File: src/rtl/mult_div_unit_pkg.sv
// Shared state encoding, iteration counts and constants for mult_div_unit.
// Iteration count for multiply depends on MULTDIV_BOOTH_RADIX4_EN.
package mult_div_unit_pkg;

  typedef enum logic [1:0] {
    S_IDLE,
    S_MULT,
    S_DIV,
    S_DONE
  } state_t;

  localparam logic [31:0] MIN_INT = 32'h8000_0000;

  function automatic int multIters(input int width);
`ifdef MULTDIV_BOOTH_RADIX4_EN
    return width / 2;
`else
    return width;
`endif
  endfunction

  function automatic int divIters(input int width);
    return width;
  endfunction

endpackage

File: src/rtl/mult_div_unit_if.sv
// Operand/result bus between the execute stage and mult_div_unit.
interface mult_div_unit_if #(parameter int WIDTH = 32);
  logic [WIDTH-1:0] data_operandA;
  logic [WIDTH-1:0] data_operandB;
  logic             ctrl_MULT;
  logic             ctrl_DIV;
  logic [WIDTH-1:0] data_result;
  logic             data_exception;
  logic             data_resultRDY;
  logic             busy;

  modport master (
    output data_operandA, data_operandB, ctrl_MULT, ctrl_DIV,
    input  data_result, data_exception, data_resultRDY, busy
  );

  modport slave (
    input  data_operandA, data_operandB, ctrl_MULT, ctrl_DIV,
    output data_result, data_exception, data_resultRDY, busy
  );
endinterface

File: src/rtl/mult_div_unit_div_step.sv
// One combinational restoring-division step on unsigned magnitudes.
module mult_div_unit_div_step #(parameter int WIDTH = 32) (
  input  logic [2*WIDTH-1:0] remQuoIn,
  input  logic [WIDTH-1:0]   divisor,
  output logic [2*WIDTH-1:0] remQuoOut
);
  logic [WIDTH:0] shifted;
  logic [WIDTH:0] trial;

  // Shift the next dividend bit into the remainder and try subtracting.
  assign shifted   = remQuoIn[2*WIDTH-1:WIDTH-1];
  assign trial     = shifted - {1'b0, divisor};
  assign remQuoOut = trial[WIDTH] ? {shifted[WIDTH-1:0], remQuoIn[WIDTH-2:0], 1'b0}
                                  : {trial[WIDTH-1:0],   remQuoIn[WIDTH-2:0], 1'b1};
endmodule

File: src/rtl/mult_div_unit.sv
// Multi-cycle signed Booth multiplier / restoring divider.
// Define MULTDIV_BOOTH_RADIX4_EN for a radix-4 Booth multiply (half the iterations).
module mult_div_unit
  import mult_div_unit_pkg::*;
#(parameter int WIDTH = 32) (
  input  logic            clock,
  input  logic            reset,
  mult_div_unit_if.slave  bus
);
  localparam int MULT_ITERS = multIters(WIDTH);
  localparam int DIV_ITERS  = divIters(WIDTH);
  localparam int CNT_W      = $clog2(WIDTH);
  localparam logic [WIDTH-1:0] MIN_VAL = {1'b1, {(WIDTH-1){1'b0}}};

  state_t             state;
  logic [CNT_W-1:0]   iterCnt;
  logic [2*WIDTH:0]   acc;
  logic [2*WIDTH:0]   accNext;
  logic [WIDTH-1:0]   multiplicand;
  logic [2*WIDTH-1:0] product;
  logic [2*WIDTH-1:0] remQuo;
  logic [2*WIDTH-1:0] remQuoNext;
  logic [WIDTH-1:0]   divisorMag;
  logic [WIDTH-1:0]   magA;
  logic [WIDTH-1:0]   magB;
  logic [WIDTH-1:0]   quoNext;
  logic               negQuo;
  logic               divOverflow;
  logic [WIDTH-1:0]   resultReg;
  logic               excReg;
  logic               rdyReg;
  logic               busyReg;

  // acc = {high half, multiplier/low half, Booth guard bit}
`ifdef MULTDIV_BOOTH_RADIX4_EN
  logic [WIDTH+1:0] boothSum;
  logic [WIDTH+1:0] mcandExt;

  always_comb begin
    mcandExt = {{2{multiplicand[WIDTH-1]}}, multiplicand};
    boothSum = {{2{acc[2*WIDTH]}}, acc[2*WIDTH:WIDTH+1]};
    case (acc[2:0])
      3'b001, 3'b010: boothSum = boothSum + mcandExt;
      3'b011:         boothSum = boothSum + (mcandExt << 1);
      3'b100:         boothSum = boothSum - (mcandExt << 1);
      3'b101, 3'b110: boothSum = boothSum - mcandExt;
      default:        boothSum = boothSum;
    endcase
    accNext = {boothSum, acc[WIDTH:2]};
  end
`else
  logic [WIDTH:0] boothSum;
  logic [WIDTH:0] mcandExt;

  always_comb begin
    mcandExt = {multiplicand[WIDTH-1], multiplicand};
    boothSum = {acc[2*WIDTH], acc[2*WIDTH:WIDTH+1]};
    case (acc[1:0])
      2'b01:   boothSum = boothSum + mcandExt;
      2'b10:   boothSum = boothSum - mcandExt;
      default: boothSum = boothSum;
    endcase
    accNext = {boothSum, acc[WIDTH:1]};
  end
`endif

  assign product = accNext[2*WIDTH:1];
  assign magA    = bus.data_operandA[WIDTH-1] ? (~bus.data_operandA + 1'b1) : bus.data_operandA;
  assign magB    = bus.data_operandB[WIDTH-1] ? (~bus.data_operandB + 1'b1) : bus.data_operandB;
  assign quoNext = remQuoNext[WIDTH-1:0];

  mult_div_unit_div_step #(.WIDTH(WIDTH)) divStep (
    .remQuoIn  (remQuo),
    .divisor   (divisorMag),
    .remQuoOut (remQuoNext)
  );

  // A start pulse always wins over the current operation; multiply beats divide.
  always_ff @(posedge clock) begin
    if (reset) begin
      state        <= S_IDLE;
      iterCnt      <= '0;
      acc          <= '0;
      multiplicand <= '0;
      remQuo       <= '0;
      divisorMag   <= '0;
      negQuo       <= 1'b0;
      divOverflow  <= 1'b0;
      resultReg    <= '0;
      excReg       <= 1'b0;
      rdyReg       <= 1'b0;
      busyReg      <= 1'b0;
    end else begin
      rdyReg <= 1'b0;
      if (bus.ctrl_MULT) begin
        state        <= S_MULT;
        busyReg      <= 1'b1;
        iterCnt      <= '0;
        multiplicand <= bus.data_operandA;
        acc          <= {{WIDTH{1'b0}}, bus.data_operandB, 1'b0};
      end else if (bus.ctrl_DIV) begin
        busyReg     <= 1'b1;
        iterCnt     <= '0;
        divisorMag  <= magB;
        remQuo      <= {{WIDTH{1'b0}}, magA};
        negQuo      <= bus.data_operandA[WIDTH-1] ^ bus.data_operandB[WIDTH-1];
        divOverflow <= (bus.data_operandA == MIN_VAL) && (&bus.data_operandB);
        if (bus.data_operandB == '0) begin
          state     <= S_DONE;
          rdyReg    <= 1'b1;
          resultReg <= '0;
          excReg    <= 1'b1;
        end else begin
          state <= S_DIV;
        end
      end else begin
        case (state)
          S_MULT: begin
            acc     <= accNext;
            iterCnt <= iterCnt + CNT_W'(1);
            if (iterCnt == CNT_W'(MULT_ITERS - 1)) begin
              state     <= S_DONE;
              rdyReg    <= 1'b1;
              resultReg <= product[WIDTH-1:0];
              excReg    <= ~((&product[2*WIDTH-1:WIDTH-1]) | ~(|product[2*WIDTH-1:WIDTH-1]));
            end
          end
          S_DIV: begin
            remQuo  <= remQuoNext;
            iterCnt <= iterCnt + CNT_W'(1);
            if (iterCnt == CNT_W'(DIV_ITERS - 1)) begin
              state     <= S_DONE;
              rdyReg    <= 1'b1;
              resultReg <= divOverflow ? MIN_VAL : (negQuo ? (~quoNext + 1'b1) : quoNext);
              excReg    <= divOverflow;
            end
          end
          S_DONE: begin
            state   <= S_IDLE;
            busyReg <= 1'b0;
          end
          default: begin
            state   <= S_IDLE;
            busyReg <= 1'b0;
          end
        endcase
      end
    end
  end

  assign bus.data_result    = resultReg;
  assign bus.data_exception = excReg;
  assign bus.data_resultRDY = rdyReg;
  assign bus.busy           = busyReg;
endmodule
File: src/flat_wrapper.sv
// flat-port wrapper written by rule: the top's interface ports become plain ports
module mult_div_unit_flat import mult_div_unit_pkg::*;
#(parameter int WIDTH = 32)
  (clock, reset, bus_data_operandA, bus_data_operandB, bus_ctrl_MULT, bus_ctrl_DIV, bus_data_result, bus_data_exception, bus_data_resultRDY, bus_busy);
  mult_div_unit_if #(.WIDTH(WIDTH)) bus_i ();
  input  logic clock;
  input  logic reset;
  input wire logic [$bits(bus_i.data_operandA)-1:0] bus_data_operandA;
  input wire logic [$bits(bus_i.data_operandB)-1:0] bus_data_operandB;
  input wire logic [$bits(bus_i.ctrl_MULT)-1:0] bus_ctrl_MULT;
  input wire logic [$bits(bus_i.ctrl_DIV)-1:0] bus_ctrl_DIV;
  output wire logic [$bits(bus_i.data_result)-1:0] bus_data_result;
  output wire logic [$bits(bus_i.data_exception)-1:0] bus_data_exception;
  output wire logic [$bits(bus_i.data_resultRDY)-1:0] bus_data_resultRDY;
  output wire logic [$bits(bus_i.busy)-1:0] bus_busy;
  assign bus_i.data_operandA = bus_data_operandA;
  assign bus_i.data_operandB = bus_data_operandB;
  assign bus_i.ctrl_MULT = bus_ctrl_MULT;
  assign bus_i.ctrl_DIV = bus_ctrl_DIV;
  assign bus_data_result = bus_i.data_result;
  assign bus_data_exception = bus_i.data_exception;
  assign bus_data_resultRDY = bus_i.data_resultRDY;
  assign bus_busy = bus_i.busy;
  mult_div_unit #(.WIDTH(WIDTH)) u_core (.clock(clock), .reset(reset), .bus(bus_i));
endmodule
File: config.mk
export PLATFORM = sky130hd
export DESIGN_NAME = mult_div_unit_flat
export DESIGN_NICKNAME = d
export VERILOG_FILES = /design/src/rtl/mult_div_unit_pkg.sv /design/src/rtl/mult_div_unit_if.sv /design/src/rtl/mult_div_unit_div_step.sv /design/src/rtl/mult_div_unit.sv /design/src/flat_wrapper.sv
export SDC_FILE = /design/constraint.sdc
export NUM_CORES = 1
export LEC_CHECK = 0
export CAP_MARGIN = 20
export CORE_UTILIZATION = 35
export DETAILED_ROUTE_END_ITERATION = 8
export GPL_TIMING_DRIVEN = 0
export HOLD_SLACK_MARGIN = 0.02
export SYNTH_ARGS = -nofsm -noshare
export SYNTH_HDL_FRONTEND = slang
export SYNTH_SLANG_ARGS = --single-unit
File: constraint.sdc
create_clock -name clock -period 5.83 [get_ports clock]
set_input_delay 1.166 -clock clock [delete_from_list [all_inputs] [get_ports clock]]
set_output_delay 1.166 -clock clock [all_outputs]
set_load 0.02 [all_outputs]
Word level (Yosys, flattened, before mapping)
Index checks and enable logic that the tools add are counted.
{"block": "word_totals", "regBits": 237, "input_bits": 68, "output_inout_bits": 35}
{"block": "classes", "reduce_logical": 16, "n_bitwise": 9, "addsub": 7, "eq_ne": 13, "muxes": 33}
{"cell": "$mux W32", "n": 8}
{"cell": "$mux W64", "n": 3}
{"cell": "$mux W33", "n": 3}
{"cell": "$add A32 B1 Y32 const B", "n": 3}
{"cell": "$not A32 Y32", "n": 3}
{"cell": "$pmux W33 S2", "n": 1}
{"cell": "$pmux W32 S2", "n": 1}
{"cell": "$add A32 B32 Y33", "n": 1}
{"cell": "$reduce_and A33 Y1", "n": 1}
{"cell": "$reduce_or A33 Y1", "n": 1}
{"cell": "$sub A32 B32 Y33", "n": 1}
{"cell": "$sub A33 B32 Y33", "n": 1}
{"cell": "$eq A32 B32 Y1 const B", "n": 1}
{"cell": "$logic_not A32 Y1", "n": 1}
{"cell": "$reduce_and A32 Y1", "n": 1}
{"cell": "$mux W1", "n": 13}
{"cell": "$reduce_and A2 Y1", "n": 4}
{"cell": "$mux W2", "n": 3}
{"cell": "$ne A3 B1 Y1 const B", "n": 2}
{"cell": "$ne A3 B2 Y1 const B", "n": 2}
{"cell": "$add A5 B1 Y5 const B", "n": 1}
{"cell": "$eq A5 B5 Y1 const B", "n": 1}
{"cell": "$reduce_and A5 Y1", "n": 1}
{"cell": "$eq A2 B1 Y1 const B", "n": 2}
{"cell": "13 further kinds", "n": 19}

Logic depth before layout (Yosys ltp)
Gate-level depths: netlist (run 1).
{"block": "logic_depth", "depth_word": 9, "depth_mapped": 23, "depth_no_buf": 23}

Modules after synthesis
Synthesis (run 1) repeated with hierarchy kept, for this count alone.
{"block": "hier_totals", "hier_cells": 2246, "area_unflattened_um2": 17081.4}
{"mod": "mult_div_unit", "cells_per_inst": 1910, "instances": 1, "area_per_inst_um2": 14490.1}
{"mod": "mult_div_unit_div_step", "cells_per_inst": 336, "instances": 1, "area_per_inst_um2": 2591.2}

Least setup slack after synthesis (run 1)
Ideal clock, no wire load.
{"block": "synth_path", "kind": "reg2reg", "start": "register u_core.multiplicand[6]", "end": "register u_core.excReg (netlist: u_core.bus.data_exception)", "n_path_buf": 1, "required_ps": 5698, "stages_incl_launch_ff": 21, "path_slack_ps": 799, "setup_ps": 132, "arrival_ps": 4900, "path_cell_list": "dfxtp_1 -> nor3_1 -> nand2_1 -> or3_1 -> nor4b_1 -> a21oi_1 -> xnor2_1 -> ha_1 -> clkbuf_1 -> a211o_1 -> a21oi_1 -> o21ai_0 -> o21a_1 -> o31a_1 -> or4_1 -> nand3_1 -> and4b_1 -> nand4_1 -> or4b_2 -> nand3_1 -> a21oi_1"}
{"block": "synth_via", "elab_chain_cells": 9}
{"element": "start, declared", "line_no": "mult_div_unit.sv:19", "source": "logic [WIDTH-1:0] multiplicand;"}
{"element": "start signal, assigned", "line_no": "mult_div_unit.sv:99", "source": "multiplicand <= bus.data_operandA;"}
{"element": "$sub A32 B32 Y33 or $add A32 B32 Y33 (tied branches)", "line_no": "mult_div_unit.sv:60, mult_div_unit.sv:59"}
{"element": "$pmux W33 S2 *", "line_no": "mult_div_unit.sv:58", "source": "case (acc[1:0])"}
{"element": "$reduce_or A33 Y1", "line_no": "mult_div_unit.sv:125", "source": "excReg <= ~((&product[2*WIDTH-1:WIDTH-1]) | ~(|product[2*WIDTH-1:WIDTH-1]));"}
{"element": "$not A1 Y1", "line_no": "mult_div_unit.sv:125"}
{"element": "$or A1 B1 Y1 *", "line_no": "mult_div_unit.sv:125"}
{"element": "$not A1 Y1 *", "line_no": "mult_div_unit.sv:125"}
{"element": "$mux W1 *", "line_no": "mult_div_unit.sv:121", "source": "if (iterCnt == CNT_W'(MULT_ITERS - 1)) begin"}
{"element": "$pmux W1 S2 *", "line_no": "mult_div_unit.sv:117", "source": "case (state)"}
{"element": "$mux W1 *", "line_no": "mult_div_unit.sv:101", "source": "end else if (bus.ctrl_DIV) begin"}
{"element": "end signal, assigned", "line_no": "mult_div_unit.sv:125"}
{"element": "end signal, assigned", "line_no": "mult_div_unit.sv:135", "source": "excReg <= divOverflow;"}
{"element": "end, declared", "line_no": "mult_div_unit.sv:30", "source": "logic excReg;"}
Mark *: on every way between the ends. The rest lies on a longest branch, timed or not. The select of a mux whose other input is x is not followed.
A chain may end at the register's enable or synchronous reset.

Final worst setup path (run 1)
{"block": "layout_path", "start": "register u_core.acc[1]", "end": "register u_core.excReg (netlist: u_core.bus.data_exception)"}
{"block": "layout_via", "elab_chain_cells": 9}
{"element": "start, declared", "line_no": "mult_div_unit.sv:17", "source": "logic [2*WIDTH:0] acc;"}
{"element": "start signal, assigned", "line_no": "mult_div_unit.sv:100", "source": "acc <= {{WIDTH{1'b0}}, bus.data_operandB, 1'b0};"}
{"element": "start signal, assigned", "line_no": "mult_div_unit.sv:119", "source": "acc <= accNext;"}
{"element": "$eq A2 B2 Y1 or $eq A2 B1 Y1 (tied branches)", "line_no": "mult_div_unit.sv:58"}
{"element": "$pmux W33 S2 *", "line_no": "mult_div_unit.sv:58"}
{"element": "$reduce_or A33 Y1", "line_no": "mult_div_unit.sv:125"}
{"element": "$not A1 Y1", "line_no": "mult_div_unit.sv:125"}
{"element": "$or A1 B1 Y1 *", "line_no": "mult_div_unit.sv:125"}
{"element": "$not A1 Y1 *", "line_no": "mult_div_unit.sv:125"}
{"element": "$mux W1 *", "line_no": "mult_div_unit.sv:121"}
{"element": "$pmux W1 S2 *", "line_no": "mult_div_unit.sv:117"}
{"element": "$mux W1 *", "line_no": "mult_div_unit.sv:101"}
Marks and branches as above.

==> results of run 1 <==
-- logic make-up (layout without fill, tap and decap cells) --
| logic type | after synthesis | count (layout) | share of synthesized area, % |
|---|---|---|---|
| buf+inv | 229 | 380 | 5.24 |
| mux | 71 | 71 | 4.31 |
| fa+ha+maj | 76 | 76 | 5.83 |
| simple gates | 811 | 811 | 22.5 |
| xor+xnor | 145 | 145 | 7.67 |
| other cells | 0 | 1 | 0 |
| compound gates | 660 | 660 | 25.8 |
| flops | 237 | 237 | 28.7 |
-- cell usage in the layout, fill, tap and decap left out, types with 8 or more instances in the layout --
cell                              synthesis  final
sky130_fd_sc_hd__xor2_1                  81     81
sky130_fd_sc_hd__nor3_1                  49     47
sky130_fd_sc_hd__a21boi_0                10      9
sky130_fd_sc_hd__nand2_1                192    192
sky130_fd_sc_hd__nor2_1                 357    356
sky130_fd_sc_hd__or3_1                   22     22
sky130_fd_sc_hd__a21o_1                  41     41
sky130_fd_sc_hd__o21a_1                  17     17
sky130_fd_sc_hd__nand4_1                 23     23
sky130_fd_sc_hd__o41ai_1                  9      9
sky130_fd_sc_hd__clkbuf_16                0     31
sky130_fd_sc_hd__nor2b_1                 26     25
sky130_fd_sc_hd__xnor2_1                 64     64
sky130_fd_sc_hd__o21bai_1                12     12
sky130_fd_sc_hd__nand3_1                 20     20
sky130_fd_sc_hd__o22ai_1                 23     23
sky130_fd_sc_hd__ha_1                    74     74
sky130_fd_sc_hd__dfxtp_1                237    237
sky130_fd_sc_hd__clkbuf_1               116    120
sky130_fd_sc_hd__or4_1                   17     17
sky130_fd_sc_hd__buf_1                   17     17
sky130_fd_sc_hd__or2_2                   11     11
sky130_fd_sc_hd__mux2i_1                 68     67
sky130_fd_sc_hd__o211ai_1                11     11
sky130_fd_sc_hd__nand2b_1                20     20
sky130_fd_sc_hd__a21oi_1                223    222
sky130_fd_sc_hd__clkdlybuf4s50_1          0    100
sky130_fd_sc_hd__clkbuf_8                 0      9
sky130_fd_sc_hd__nor4_1                  13     12
sky130_fd_sc_hd__a31oi_1                 18     17
sky130_fd_sc_hd__o31ai_1                 27     27
sky130_fd_sc_hd__nor3b_1                  9      9
sky130_fd_sc_hd__inv_1                   93     93
sky130_fd_sc_hd__and2_1                   9      9
sky130_fd_sc_hd__a211o_1                  8      8
sky130_fd_sc_hd__and3_1                  13     13
sky130_fd_sc_hd__a22oi_1                 20     20
sky130_fd_sc_hd__a211oi_1                89     89
sky130_fd_sc_hd__o21ai_0                 83     83
-- cell type report --
| cell class | count | area [sq um] |
|---|---|---|
| Sequential cell | 237 | 4740 |
| Timing Repair Buffer | 101 | 1010 |
| Clock inverter | 6 | 85.1 |
| Fill cell | 4765 | 27300 |
| Inverter | 95 | 359 |
| Antenna cell | 1 | 2.50 |
| Tap cell | 607 | 759 |
| Buffer | 133 | 507 |
| Clock buffer | 45 | 918 |
| Multi-Input combinational cell | 1763 | 11000 |
-- cell usage after synthesis (5+ instances only) --
cell type,n,area (sq um)
sky130_fd_sc_hd__a211o_1,8,70.1
sky130_fd_sc_hd__a211oi_1,89,668
sky130_fd_sc_hd__a21boi_0,10,75.1
sky130_fd_sc_hd__a21o_1,41,308
sky130_fd_sc_hd__a21oi_1,223,1120
sky130_fd_sc_hd__a221oi_1,5,43.8
sky130_fd_sc_hd__a222oi_1,6,60.1
sky130_fd_sc_hd__a22o_1,6,52.6
sky130_fd_sc_hd__a22oi_1,20,150
sky130_fd_sc_hd__a31oi_1,18,113
sky130_fd_sc_hd__and2_1,9,56.3
sky130_fd_sc_hd__and3_1,13,81.3
sky130_fd_sc_hd__buf_1,17,63.8
sky130_fd_sc_hd__clkbuf_1,116,435
sky130_fd_sc_hd__dfxtp_1,237,4740
sky130_fd_sc_hd__ha_1,74,926
sky130_fd_sc_hd__inv_1,93,349
sky130_fd_sc_hd__mux2i_1,68,681
sky130_fd_sc_hd__nand2_1,192,721
sky130_fd_sc_hd__nand2b_1,20,125
sky130_fd_sc_hd__nand3_1,20,100
sky130_fd_sc_hd__nand3b_1,6,45.0
sky130_fd_sc_hd__nand4_1,23,144
sky130_fd_sc_hd__nor2_1,357,1340
sky130_fd_sc_hd__nor2b_1,26,163
sky130_fd_sc_hd__nor3_1,49,245
sky130_fd_sc_hd__nor3b_1,9,67.6
sky130_fd_sc_hd__nor4_1,13,81.3
sky130_fd_sc_hd__o211ai_1,11,82.6
sky130_fd_sc_hd__o21a_1,17,128
sky130_fd_sc_hd__o21ai_0,83,415
sky130_fd_sc_hd__o21bai_1,12,90.1
sky130_fd_sc_hd__o22ai_1,23,144
sky130_fd_sc_hd__o31a_1,5,43.8
sky130_fd_sc_hd__o31ai_1,27,203
sky130_fd_sc_hd__o41ai_1,9,78.8
sky130_fd_sc_hd__or2_2,11,68.8
sky130_fd_sc_hd__or3_1,22,138
sky130_fd_sc_hd__or4_1,17,128
sky130_fd_sc_hd__xnor2_1,64,561
sky130_fd_sc_hd__xor2_1,81,709
-- how the worst min path moves through the flow --
stage	slack [ns]	end	start
after CTS	0.47	u_core.bus.data_result[31]	u_core.bus.data_result[31]
after floorplan	0.44	u_core.acc[0]	u_core.acc[0]
after global routing	0.48	u_core.bus.data_result[31]	u_core.bus.data_result[31]
final	0.47	u_core.acc[0]	u_core.acc[0]
after detailed placement	0.46	u_core.acc[0]	u_core.acc[0]
after global placement	0.45	u_core.acc[0]	u_core.acc[0]
-- registers in the layout, summed over array words and instances (netlist names) --
signal / count
u_core.divOverflow: 1
u_core.acc: 65
u_core.negQuo: 1
u_core.bus.data_result: 32
u_core.iterCnt: 5
u_core.multiplicand: 32
u_core.bus.data_exception: 1
u_core.divisorMag: 32
u_core.bus.busy: 1
u_core.state: 2
u_core.bus.data_resultRDY: 1
u_core.remQuo: 64
-- worst reg2reg max path, delay by kind of cell, from the launching register on --
family / cells / cell delay, ns
AO/OA/AOI/OAI: 6 / 1.78
XOR/XNOR: 1 / 0.16
adder cells (fa/ha/maj): 2 / 0.33
buffers and inverters: 3 / 0.97
flip-flops: 1 / 0.35
AND/OR/NAND/NOR: 7 / 1.82
-- power breakdown --
group          total (mW)  internal (mW)  switching, mW  leakage, nW
registers            1.75           1.68         0.0662         1.93
clock network        1.91           1.16          0.751        0.489
logic               0.996          0.367          0.629         4.86
-- routing by layer --
metal	up-vias	wire length (um)	global-route usage, %	share of wire [%]
met4	0	2370	9.70	4.0
li1	8236	-	-	-
met5	-	0	0	0
met1	8159	25600	32.3	43
met2	664	26400	38.3	45
met3	118	4620	3.71	7.8
-- timing repair --
item	CTS	global route
setup buffers	0	1
gates resized for setup	3	14
hold buffers	0	0
setup endpoints to repair	3	5
==> impl.org, run 1 <==
** Run status
- The flow ran to the end, but the final reports show violations.
- Violated checks :: DRC

** GRT
- The first global-routing pass estimated 90.5 mm of wire.
- Grt ovf :: 0
- Entering global routing, the biggest net connects 15 pins.
- Tot GR Track Use :: 24.0%
- Initial antenna violation count :: 0
- The number of global-route vias before repair is 15,962.

** Worst setup path
- Endpoint kind of the worst setup timing path :: register
- Cell with the biggest individual delay on the critical path :: sky130_fd_sc_hd__o2111ai_1
- Worst EP arrival :: 5.97 ns
- Worst Setup Path Type :: register to register
- Largest stage delay on the critical path :: 0.70 ns
- CP Max Fanout :: 10
- The worst setup path is launched from a register.
- Cell type with the highest occurrence count on the critical path :: sky130_fd_sc_hd__clkbuf_1
- Internal reg-to-reg setup slack :: 0.27 ns
- Crit Reg-Reg Endpoint :: u_core.bus.data_exception
- Worst path bufs/invs :: 3
- The critical path runs through a total of 19 cells.
- The critical path starts at u_core.acc[1].
- Kind of cell with the highest combined delay on the critical path :: simple AND/OR/NAND/NOR gates
- Worst EP required :: 6.25 ns
- Start of the worst register-to-register path :: u_core.acc[1]
- For the worst flop-to-flop path, the logic depth is 19.
- Worst-path cell chain :: ha_1, clkbuf_1, clkbuf_1, nor2_1, xnor2_1, ha_1, clkbuf_1, o21a_1, o31a_1, o2111ai_1, a31oi_1, o31a_1, or4_1, nand3_1, and4b_1, nand4_1, or4b_2, nand3_1, a21oi_1
- The most critical setup path has its endpoint at u_core.bus.data_exception.

** Die
- Once the floorplan was initialized, standard cells occupied 35.5% of the core.
- Total die area :: 48,200 sq um
- Floorplan Core Area :: 46,700 sq um
- In this run the horizontal extent of the chip is 220 um.
- Top-Level Pins :: 103
- The die is 220 um tall.
- The floorplan has 79 rows.

** STA
- Setup Skew :: 0.0211 ns
- Final setup margin :: 0.274 ns
- Setup violations remaining at the end of the flow were counted as 0.
- Adding up every negative setup slack in the final design gives 0 ns.
- Hold timing on the final database bottoms out at a slack of 0.467 ns.
- The number of hold-slack violations in the final timing report came to 0.
- The number of slew-limit violations in the final report came to 0.
- Actual transition at the worst max-transition pin :: 0.946 ns
- Final cycle utilization of the critical path :: 95.3%
- Tmin final :: 5.56 ns
- Worst rel slew slack :: 36.9%
- Static timing analysis puts the maximum clock frequency at 0.180 GHz.

** Synthesis
- For this run, asynchronously set or reset flops after synthesis account for 0%.
- Dominant synthesized flop cell :: sky130_fd_sc_hd__dfxtp_1
- Counting every instance in the synthesized netlist gives 2,229.
- For this run, the number of Yosys warnings is 0.
- Flip-flop and latch count after synthesis :: 237
- The synthesized design contains 0 enable-type register cells.
- Sequential cells were found to cover 28.7% of the synthesized design area.
- The mapped netlist covers 16,600 sq um.
- After synthesis, the netlist uses 79 different library cells.
- Per-instance average area after synthesis :: 7.43 sq um
- Syn Nets :: 2,373

** Clocking
- At the later pin of the worst-skew pair, clock insertion delay measures 0.58 ns.
- TritonCTS built the clock tree.
- CTS saw 237 sinks.
- Master cell of the clock root buffer :: sky130_fd_sc_hd__clkbuf_16
- Clock slew seen by the registers of the worst setup and hold paths :: 0.06 ns
- Counting along the longest clock path gives a buffer depth of 3.
- The number of clock buffers added by TritonCTS is 30.
- Total number of H-tree levels :: 1

** Routing
- The routed layout has 17,177 vias.
- In the final routed layout, each cell accounts on average for 19.7 um.
- Post-detailed-route DRC marker count :: 16
- Dividing the detail-routed via count by the number of cells gives 5.75.
- The first TritonRoute pass finished after 7 iterations.
- Overall routed net length :: 59.0 mm
- The detailed router finished its first iteration with 1,570 violations.
- Once detail routing completed, the nets flagged for antenna violations numbered 0.

** Cells and area
- Synthesis-to-finish area growth :: 17.1%
- Total number of nets in the final design :: 2,505
- After the flow finishes, the layout carries non-filler instances totaling 2,988.
- Final cell utilization of the core :: 41.5%
- Summing all non-filler instances in the final layout gives an area of 19,400 sq um.
- Share of layout cells above drive strength 1 :: 3.66%

** Pwr
- Leak pwr :: 7.28 nW
- IR analysis of the VDD net gives a maximum drop of 235 uV.
- Pwr per Cell Area :: 240 nW/um^2
- The completed layout was analyzed and its total power is 4.65 mW.

** Placed design
- RD Place Congestion :: 0.945
- OpenSTA, run right after detailed placement, puts the worst setup slack at -0.305 ns.
- In this run the cell area measured after placement is 18,300 sq um.
- Final HPWL from detailed placement :: 45.9 mm
- # port buffers :: 100
- Once placement completed, the tool counted placed cells totaling 2,936.

** Min path
- Class of the tightest hold or removal check :: register to register
- Worst hold path cell count :: 2

** Job
- Across the run, the number of max-cap violations was 0.
Power figures use the tool's default switching activity.
==> run 2: changes to the inputs <==
--- a/config.mk
+++ b/config.mk
@@ -9,7 +9,7 @@
 export CORE_UTILIZATION = 35
 export DETAILED_ROUTE_END_ITERATION = 8
 export GPL_TIMING_DRIVEN = 0
-export HOLD_SLACK_MARGIN = 0.02
+export SKIP_CTS_REPAIR_TIMING = 1
 export SYNTH_ARGS = -nofsm -noshare
 export SYNTH_HDL_FRONTEND = slang
 export SYNTH_SLANG_ARGS = --single-unit
==> impl.org, run 2 (synthesized netlist as in run 1, its figures left out) <==
** Job
- The max-cap check violation count came to 0 (unchanged).

** STA
- The worst clock skew on the final layout came to 0.0247 ns (+0.00358 ns).
- Hold Fails Final Rpt :: 0 (unchanged)
- Worst rel slew slack :: 38.1% (+1.1 points)
- The worst-margin pin slew is 0.929 ns (-0.0172 ns).
- Number of endpoints failing setup at the final stage :: 0 (unchanged)
- Highest Clock Rate :: 0.179 GHz (-0.59%)
- The number of slew-limit violations in the final report came to 0 (unchanged).
- The share of the clock period used by the worst path after layout came to 95.9% (+0.57 points).
- Tmin final :: 5.59 ns (+0.0330 ns)
- Setup_tns :: 0 ns (unchanged)

** Routing
- The via count normalized by instance count is 5.77 (+0.43%).
- The detailed-route via count came to 17,233 (+0.33%).
- Wire length per cell :: 19.8 um (+0.25%)
- The number of design-rule violations left by the first detailed-router iteration came to 1,609 (+2.5%).
- The remaining routing DRC violations was 8 (-8).
- The final wirelength is 59.1 mm (+0.15%).
- Number of routed nets with antenna violations :: 0 (unchanged)
- Iteration count of the initial detailed-routing pass :: 7 (unchanged)

** Clocking
- TritonCTS built the clock tree.
- Clock insertion delay at the later pin of the skew report :: 0.59 ns (about the same)
- The total clock buffers created by CTS came to 30 (unchanged).
- In this run the clock root is driven by a sky130_fd_sc_hd__clkbuf_16.
- Total number of H-tree levels :: 1 (unchanged)
- The clock-pin slew of the registers on the worst-case setup and hold paths came to 0.06 ns (about the same).
- Maximum buffer depth of the clock tree :: 3 (unchanged)
- The number of sinks on the clock net was 237 (unchanged).

** Worst setup path
- The depth of the worst register-to-register path came to 19 (unchanged).
- Origin of the worst setup path :: u_core.acc[1]
- The worst setup path is of the register to register kind.
- CP Max Fanout :: 10 (unchanged)
- In this run the critical register-to-register path is launched from u_core.acc[1].
- Critical Path Source Type :: register
- Worst EP required :: 6.25 ns (about the same)
- Worst EP arrival :: 6.01 ns (+0.04 ns)
- The setup slack on the worst flop-to-flop path came to 0.24 ns (-0.03 ns).
- In this run the worst setup path terminates at u_core.bus.data_exception.
- Endpoint kind of the worst setup timing path :: register
- Crit Reg-Reg Endpoint :: u_core.bus.data_exception

** Die
- Floorplan Core Area :: 46,700 sq um (unchanged)
- Row count :: 79 (unchanged)
- Total die area :: 48,200 sq um (unchanged)
- The vertical die dimension was 220 um (unchanged).
- The number of ports placed on the die boundary was 103 (unchanged).
- Starting density of the core :: 35.5% (unchanged)
- Die X :: 220 um (unchanged)

** Cells and area
- Ranked by flip-flop count, first place goes to u_core.acc.
- The layout cell share with drive strength beyond 1 came to 3.66% (about the same).
- The number of standard cells in the layout, taps in and fillers out was 2,985 (-0.10%).
- The largest registers in the layout are u_core.acc (65), u_core.remQuo (64).
- The number of inserted diodes was 0 (-1).
- The synthesis-to-layout area growth was 17.0% (about the same).
- The library cells used most frequently in the layout, excluding fill and tap cells, are 356 x sky130_fd_sc_hd__nor2_1, 237 x sky130_fd_sc_hd__dfxtp_1, 222 x sky130_fd_sc_hd__a21oi_1.
- The number of flip-flops under the largest register name came to 65 (unchanged).
- Most common library cell in the layout ignoring fill and taps :: sky130_fd_sc_hd__nor2_1
- The final non-filler cell area is 19,400 sq um (about the same).
- The final net count came to 2,503 (-0.080%).

** Placed design
- The number of cells in the design after placement was 2,936 (unchanged).
- RD Place Congestion :: 0.945 (unchanged)
- # port buffers :: 100 (unchanged)
- The cell area reported after detailed placement came to 18,300 sq um (unchanged).
- Final HPWL from detailed placement :: 45.9 mm (unchanged)

** GRT
- The number of global-route vias before repair was 15,950 (-0.075%).
- The total congestion overflow came to 0 (unchanged).
- The overall global routing resource usage was 24.0% (about the same).
- The largest net degree at the start of global routing was 15 (unchanged).
- The first-pass GRT wire length came to 90.4 mm (about the same).
- Initial antenna violation count :: 0 (unchanged)

** Pwr
- Leak pwr :: 7.28 nW (about the same)
- The maximum vdd drop is 235 uV (about the same).
- Sequential Power Share :: 37.5% (about the same)
- NetSw :: 1.45 mW (+0.20%)
- The net switching share of the total power was 31.1% (+0.043 points).
- The combinational power share is 21.4% (about the same).
- Pint :: 3.21 mW (about the same)
- Power share of the clock group :: 41.1% (about the same)
- Pwr per Cell Area :: 240 nW/um^2 (about the same)

** Run status
- The checks that failed: DRC.
- Outcome :: finished, violations left

** Min path
- The worst hold path cell count is 2 (unchanged).
- Class of the tightest hold or removal check :: register to register
==> run 2: cell count changes in the layout (fill, tap and decap cells not counted) <==
cell,before,now
sky130_fd_sc_hd__diode_2,1,0
sky130_fd_sc_hd__clkbuf_1,120,119
sky130_fd_sc_hd__clkinvlp_4,2,3
sky130_fd_sc_hd__xnor2_2,0,1
sky130_fd_sc_hd__buf_4,1,0
sky130_fd_sc_hd__inv_4,1,0
sky130_fd_sc_hd__xnor2_1,64,63
==> run 2: stage by stage <==
step | total power [mW] | hold WS [ns] | util [%] | setup slack (ns)
after floorplan | 2.42 | 0.436 | - | 0.799
after global placement | 2.73 | 0.446 | 39.3 | -0.247
after detailed placement | 2.75 | 0.462 | 39.3 | -0.305
after CTS | 4.66 | 0.468 | 41.4 | -0.356
after global routing | 4.84 | 0.479 | 41.5 | -0.00901
final | 4.66 | 0.467 | 41.5 | 0.241
==> run 2: layout make-up <==
class	count	area (sq um)
buffer	132	503
sequential	237	4740
tap	607	759
timing repair buffer	100	1000
multi-input combinational	1763	11000
clock inverter	6	85.1
clock buffer	45	918
inverter	95	360
fill	4764	27300
==> run 2: power by group through the flow <==
stage / clock, mW / sequential, mW / combinational [mW]
6_report: 1.91 / 1.75 / 0.998
5_1_grt: 2.00 / 1.75 / 1.09
4_1_cts: 1.94 / 1.74 / 0.975
3_5_place_dp: 0 / 1.78 / 0.969
3_3_place_gp: 0 / 1.78 / 0.957
2_1_floorplan: 0 / 1.75 / 0.665
==> run 2: worst max-delay path, stage by stage, from the launching register on <==
cell	delay, ns
sky130_fd_sc_hd__dfxtp_1	0.35
sky130_fd_sc_hd__ha_1	0.15
sky130_fd_sc_hd__clkbuf_1	0.30
sky130_fd_sc_hd__clkbuf_1	0.51
sky130_fd_sc_hd__nor2_1	0.11
sky130_fd_sc_hd__xnor2_1	0.16
sky130_fd_sc_hd__ha_1	0.18
sky130_fd_sc_hd__clkbuf_1	0.17
sky130_fd_sc_hd__o21a_1	0.23
sky130_fd_sc_hd__o31a_1	0.14
sky130_fd_sc_hd__o2111ai_1	0.70
sky130_fd_sc_hd__a31oi_1	0.31
sky130_fd_sc_hd__o31a_1	0.33
sky130_fd_sc_hd__or4_1	0.44
sky130_fd_sc_hd__nand3_1	0.21
sky130_fd_sc_hd__and4b_1	0.22
sky130_fd_sc_hd__nand4_1	0.10
sky130_fd_sc_hd__or4b_2	0.65
sky130_fd_sc_hd__nand3_1	0.10
sky130_fd_sc_hd__a21oi_1	0.05
==> run 2: routing by layer <==
layer,wire (um),share of wire (%),global-route usage [%],vias to the layer above
li1,-,-,-,8235
met1,26000,44,32.3,8247
met2,26400,45,38.3,628
met3,4290,7.3,3.71,123
met4,2400,4.1,9.70,0
met5,0,0,0,-
==> run 2: how the worst min path moves through the flow <==
stage | end | from
after global placement | u_core.acc[0] | u_core.acc[0]
after global routing | u_core.bus.data_result[31] | u_core.bus.data_result[31]
after floorplan | u_core.acc[0] | u_core.acc[0]
final | u_core.acc[0] | u_core.acc[0]
after CTS | u_core.bus.data_result[31] | u_core.bus.data_result[31]
after detailed placement | u_core.acc[0] | u_core.acc[0]
==> edit 1, RTL diff (settings of run 2) <==
The option `MULTDIV_BOOTH_RADIX4_EN` is turned on by a define.
--- a/src/rtl/mult_div_unit_pkg.sv
+++ b/src/rtl/mult_div_unit_pkg.sv
@@ -1,4 +1,6 @@
 // Shared state encoding, iteration counts and constants for mult_div_unit.
 // Iteration count for multiply depends on MULTDIV_BOOTH_RADIX4_EN.
+`define MULTDIV_BOOTH_RADIX4_EN
+
 package mult_div_unit_pkg;
 
Formal check against the unedited RTL: same outputs for any inputs over 4 cycles, from zero or initial values and one cycle with reset high; that may be too few to reach the edited logic, so the function may still have changed.
==> edit 1 against run 2 <==
- the run still ends with design-rule violations left
- core utilization shrank 0.72 points
- sequential cell count is the same
- area after synthesis grew 27%
- fmax shrank 2.5%
- wire length grew 42%
- cell area grew 25%
- die area grew 26%
- clock power shrank 6%
- power grew 9.4%
- combinational power grew 51%
- worst setup slack lost 0.14 ns
- hold slack lost 0.013 ns
- critical endpoint unchanged
==> edit 1: results (changes against run 2) <==
PortBufs 101 (was 100); Seq. cell area 0.00475 sq mm (was 0.00474 sq mm); M1 GR Usage 38.3% (was 32.3%); largest net degree at the start of global routing 14 (was 15); drt wl/cell 22.1 microns (was 19.8 microns); layout clock buffer count 37 (was 45); Vias 22,754 (was 17,233); relative slew slack 30.0% (was 38.1%); first-pass detailed-route iteration total 9 (was 7); post-synth top area share 22.6% (was 28.7%); GRT met2 Usage 41.0% (was 38.3%); first-pass GRT wire length 126 mm (was 90.4 mm); Placed Area 0.0230 sq mm (was 0.0183 sq mm); Synth Net Count 3,076 (was 2,373); Seq/Total Area, Yosys 22.6% (was 28.7%); Crit path arrival time 6.16 ns (was 6.01 ns); total CTS buffers 26 (was 30); DRC Markers 8 (unchanged); Filler Cell Count 6,204 (was 4,764); VDD IR max 204 uV (was 235 uV); Logic inverters 146 (was 95); Crit-path slowest cell or4b_1 (was o2111ai_1); routability cong. 0.970 (was 0.945); failing checks design-rule violations (unchanged); status complete, but fails checks (unchanged)
edit 1: cell types whose count changed in the layout (fill, tap and decap cells not counted), moves of 31 or more:
cell / before / now
nand3_1: 20 / 57
o21ai_0: 83 / 142
a21oi_1: 222 / 264
nor2_1: 356 / 387
inv_1: 93 / 139
ha_1: 74 / 135
edit 1: where the power goes:
group          internal, W  switching (W)
combinational     0.000546       0.000963
sequential         0.00169      0.0000964
clock              0.00106       0.000741
total              0.00329        0.00180
edit 1: logic make-up after synthesis:
kind of cell,count (synthesis),synth area share (%)
fa+ha+maj,145,8.77
simple gates,1002,22.8
xor+xnor,175,7.31
mux,85,4.10
flops,237,22.6
buf+inv,325,5.98
compound gates,897,28.4
edit 1: stage by stage:
step	TNS (ns)	worst slack, ns	instances	utilization [%]
floorplan	0	0.922	2866	-
global placement	-4.84	-1.14	3740	38.8
detailed placement	-4.85	-1.11	3742	38.8
CTS	-5.22	-1.14	3787	40.3
global route	-0.0187	-0.0187	3792	40.8
finish	0	0.0970	3792	40.8
edit 1: worst min-delay path: stages (launching register included):
cell     delay, ns
dfxtp_1       0.31
nand2_1       0.05
a21oi_1       0.05
edit 1: final timing paths:
kind / startpoint / endpoint / slack [ns] / cells past startpoint
max: u_core.acc[2]$_SDFFE_PP0P_ / u_core.bus.data_exception$_SDFFE_PP0P_ / 0.1 / 19
min: u_core.divisorMag[30]$_SDFFE_PP0P_ / u_core.divisorMag[30]$_SDFFE_PP0P_ / 0.45 / 2
max reg2reg: u_core.acc[2]$_SDFFE_PP0P_ / u_core.bus.data_exception$_SDFFE_PP0P_ / 0.1 / 19
min reg2reg: u_core.divisorMag[30]$_SDFFE_PP0P_ / u_core.divisorMag[30]$_SDFFE_PP0P_ / 0.45 / 2
==> edit 2, RTL diff (settings of run 2) <==
Made on the original files. Reset style: asynchronous (`reset`), changed in one clocked block.
--- a/src/rtl/mult_div_unit.sv
+++ b/src/rtl/mult_div_unit.sv
@@ -77,5 +77,5 @@
 
   // A start pulse always wins over the current operation; multiply beats divide.
-  always_ff @(posedge clock) begin
+  always_ff @(posedge clock or posedge reset) begin
     if (reset) begin
       state        <= S_IDLE;
Formal check against the unedited RTL: differs if reset is asserted again (counterexample within 4 cycles, from zero or initial values and one cycle with reset high); with reset held inactive, the same outputs for 4 cycles.
==> edit 2 against run 2 <==
- the flow still finishes with violations (design-rule violations)
- area after synthesis increased by 1.1%
- sequential share of layout area increased by 5.5 points
- wire length increased by 0.49%
- critical path depth grew 3
- sequential cell count did not move
- cell area is 2.1% higher
- worst setup slack better by 0.087 ns
- die area up 1.1%
- power up 18%
- largest cell class unchanged
==> edit 2: results (changes against run 2) <==
leakage 8.50 nW (was 7.28 nW); Logic inverters 103 (was 95); crit-path max cell delay 0.41 ns (was 0.70 ns); total CTS buffers 29 (was 30); comb pwr 0.00154 W (was 0.000998 W); drt total wl 59.3 mm (was 59.1 mm); Filler Cell Count 4,782 (was 4,764); adder-cell area share of the yosys netlist 5.77% (was 5.83%); first-pass detailed-route iteration total 8 (was 7); routability cong. 0.921 (was 0.945); layout clock buffer count 42 (was 45); Compound-Gate Fraction of Synth Area 23.2% (was 25.8%); Worst Clk Skew 0.0206 ns (was 0.0247 ns); Seq/Total Area, Yosys 35.4% (was 28.7%); M1 GR Usage 32.2% (was 32.3%); status complete, but fails checks (unchanged); met1 wire length 25.6 mm (was 26.0 mm); PortBufs 101 (was 100); Async S/R FF share, synth 100% (was 0%); sw frac 34.6% (was 31.1%); Signal buffers 214 (was 232); fraction of layout cells with a size suffix above 1 5.67% (was 3.66%); failing checks design-rule violations (unchanged); clock power share 35.9% (was 41.1%); Via density 5.74 (was 5.77); Synth Net Count 2,165 (was 2,373); Non-Filler Instances 2,795 (was 2,985); GRT met2 Usage 41.1% (was 38.3%); dpl cells 2,735 (was 2,936); VDD IR max 206 uV (was 235 uV); DRC Markers 12 (was 8); XOR/XNOR Fraction of Synth Area 7.48% (was 7.67%)
[edit 2: cell count changes in the layout (fill, tap and decap cells not counted), sizes merged, moves of 79 or more]
cell	before	now
dfrtp	0	237
dfxtp	237	0
nor2	359	131
o21ai	87	257
a21oi	223	116
a211oi	89	7
nand2	192	271
[edit 2: final timing paths]
path / start / to / cells after the start
max: u_core.remQuo[31]$_DFFE_PP0P_ / u_core.bus.data_result[28]$_DFFE_PP0P_ / 22
min: u_core.divisorMag[14]$_DFFE_PP0P_ / u_core.divisorMag[14]$_DFFE_PP0P_ / 2
max reg2reg: u_core.remQuo[31]$_DFFE_PP0P_ / u_core.bus.data_result[28]$_DFFE_PP0P_ / 22
min reg2reg: u_core.divisorMag[14]$_DFFE_PP0P_ / u_core.divisorMag[14]$_DFFE_PP0P_ / 2
max in group asynchronous: reset / u_core.iterCnt[3]$_DFFE_PP0P_ / 5
min in group asynchronous: reset / u_core.remQuo[38]$_DFFE_PP0P_ / 2
[edit 2: metrics by stage]
step	power (W)	setup TNS [ns]	instance area [sq um]	setup slack [ns]	util [%]
floorplan	0.00299	0	16700	0.530	-
global placement	0.00346	-116.40	18500	-0.827	39.5
detailed placement	0.00349	-5.85	18600	-0.897	39.8
CTS	0.00547	-5.99	19700	-0.913	42.0
global route	0.00575	-0.0512	19800	-0.0465	42.2
finish	0.00547	0	19800	0.328	42.2
[edit 2: worst max-delay path, delay by kind of cell (launching register included)]
| family | cells | cell delay [ns] |
|---|---|---|
| AO/OA/AOI/OAI | 9 | 1.90 |
| XOR/XNOR | 2 | 0.47 |
| adder cells (fa/ha/maj) | 3 | 0.86 |
| buffers and inverters | 2 | 0.25 |
| flip-flops | 1 | 0.38 |
| AND/OR/NAND/NOR | 6 | 1.51 |
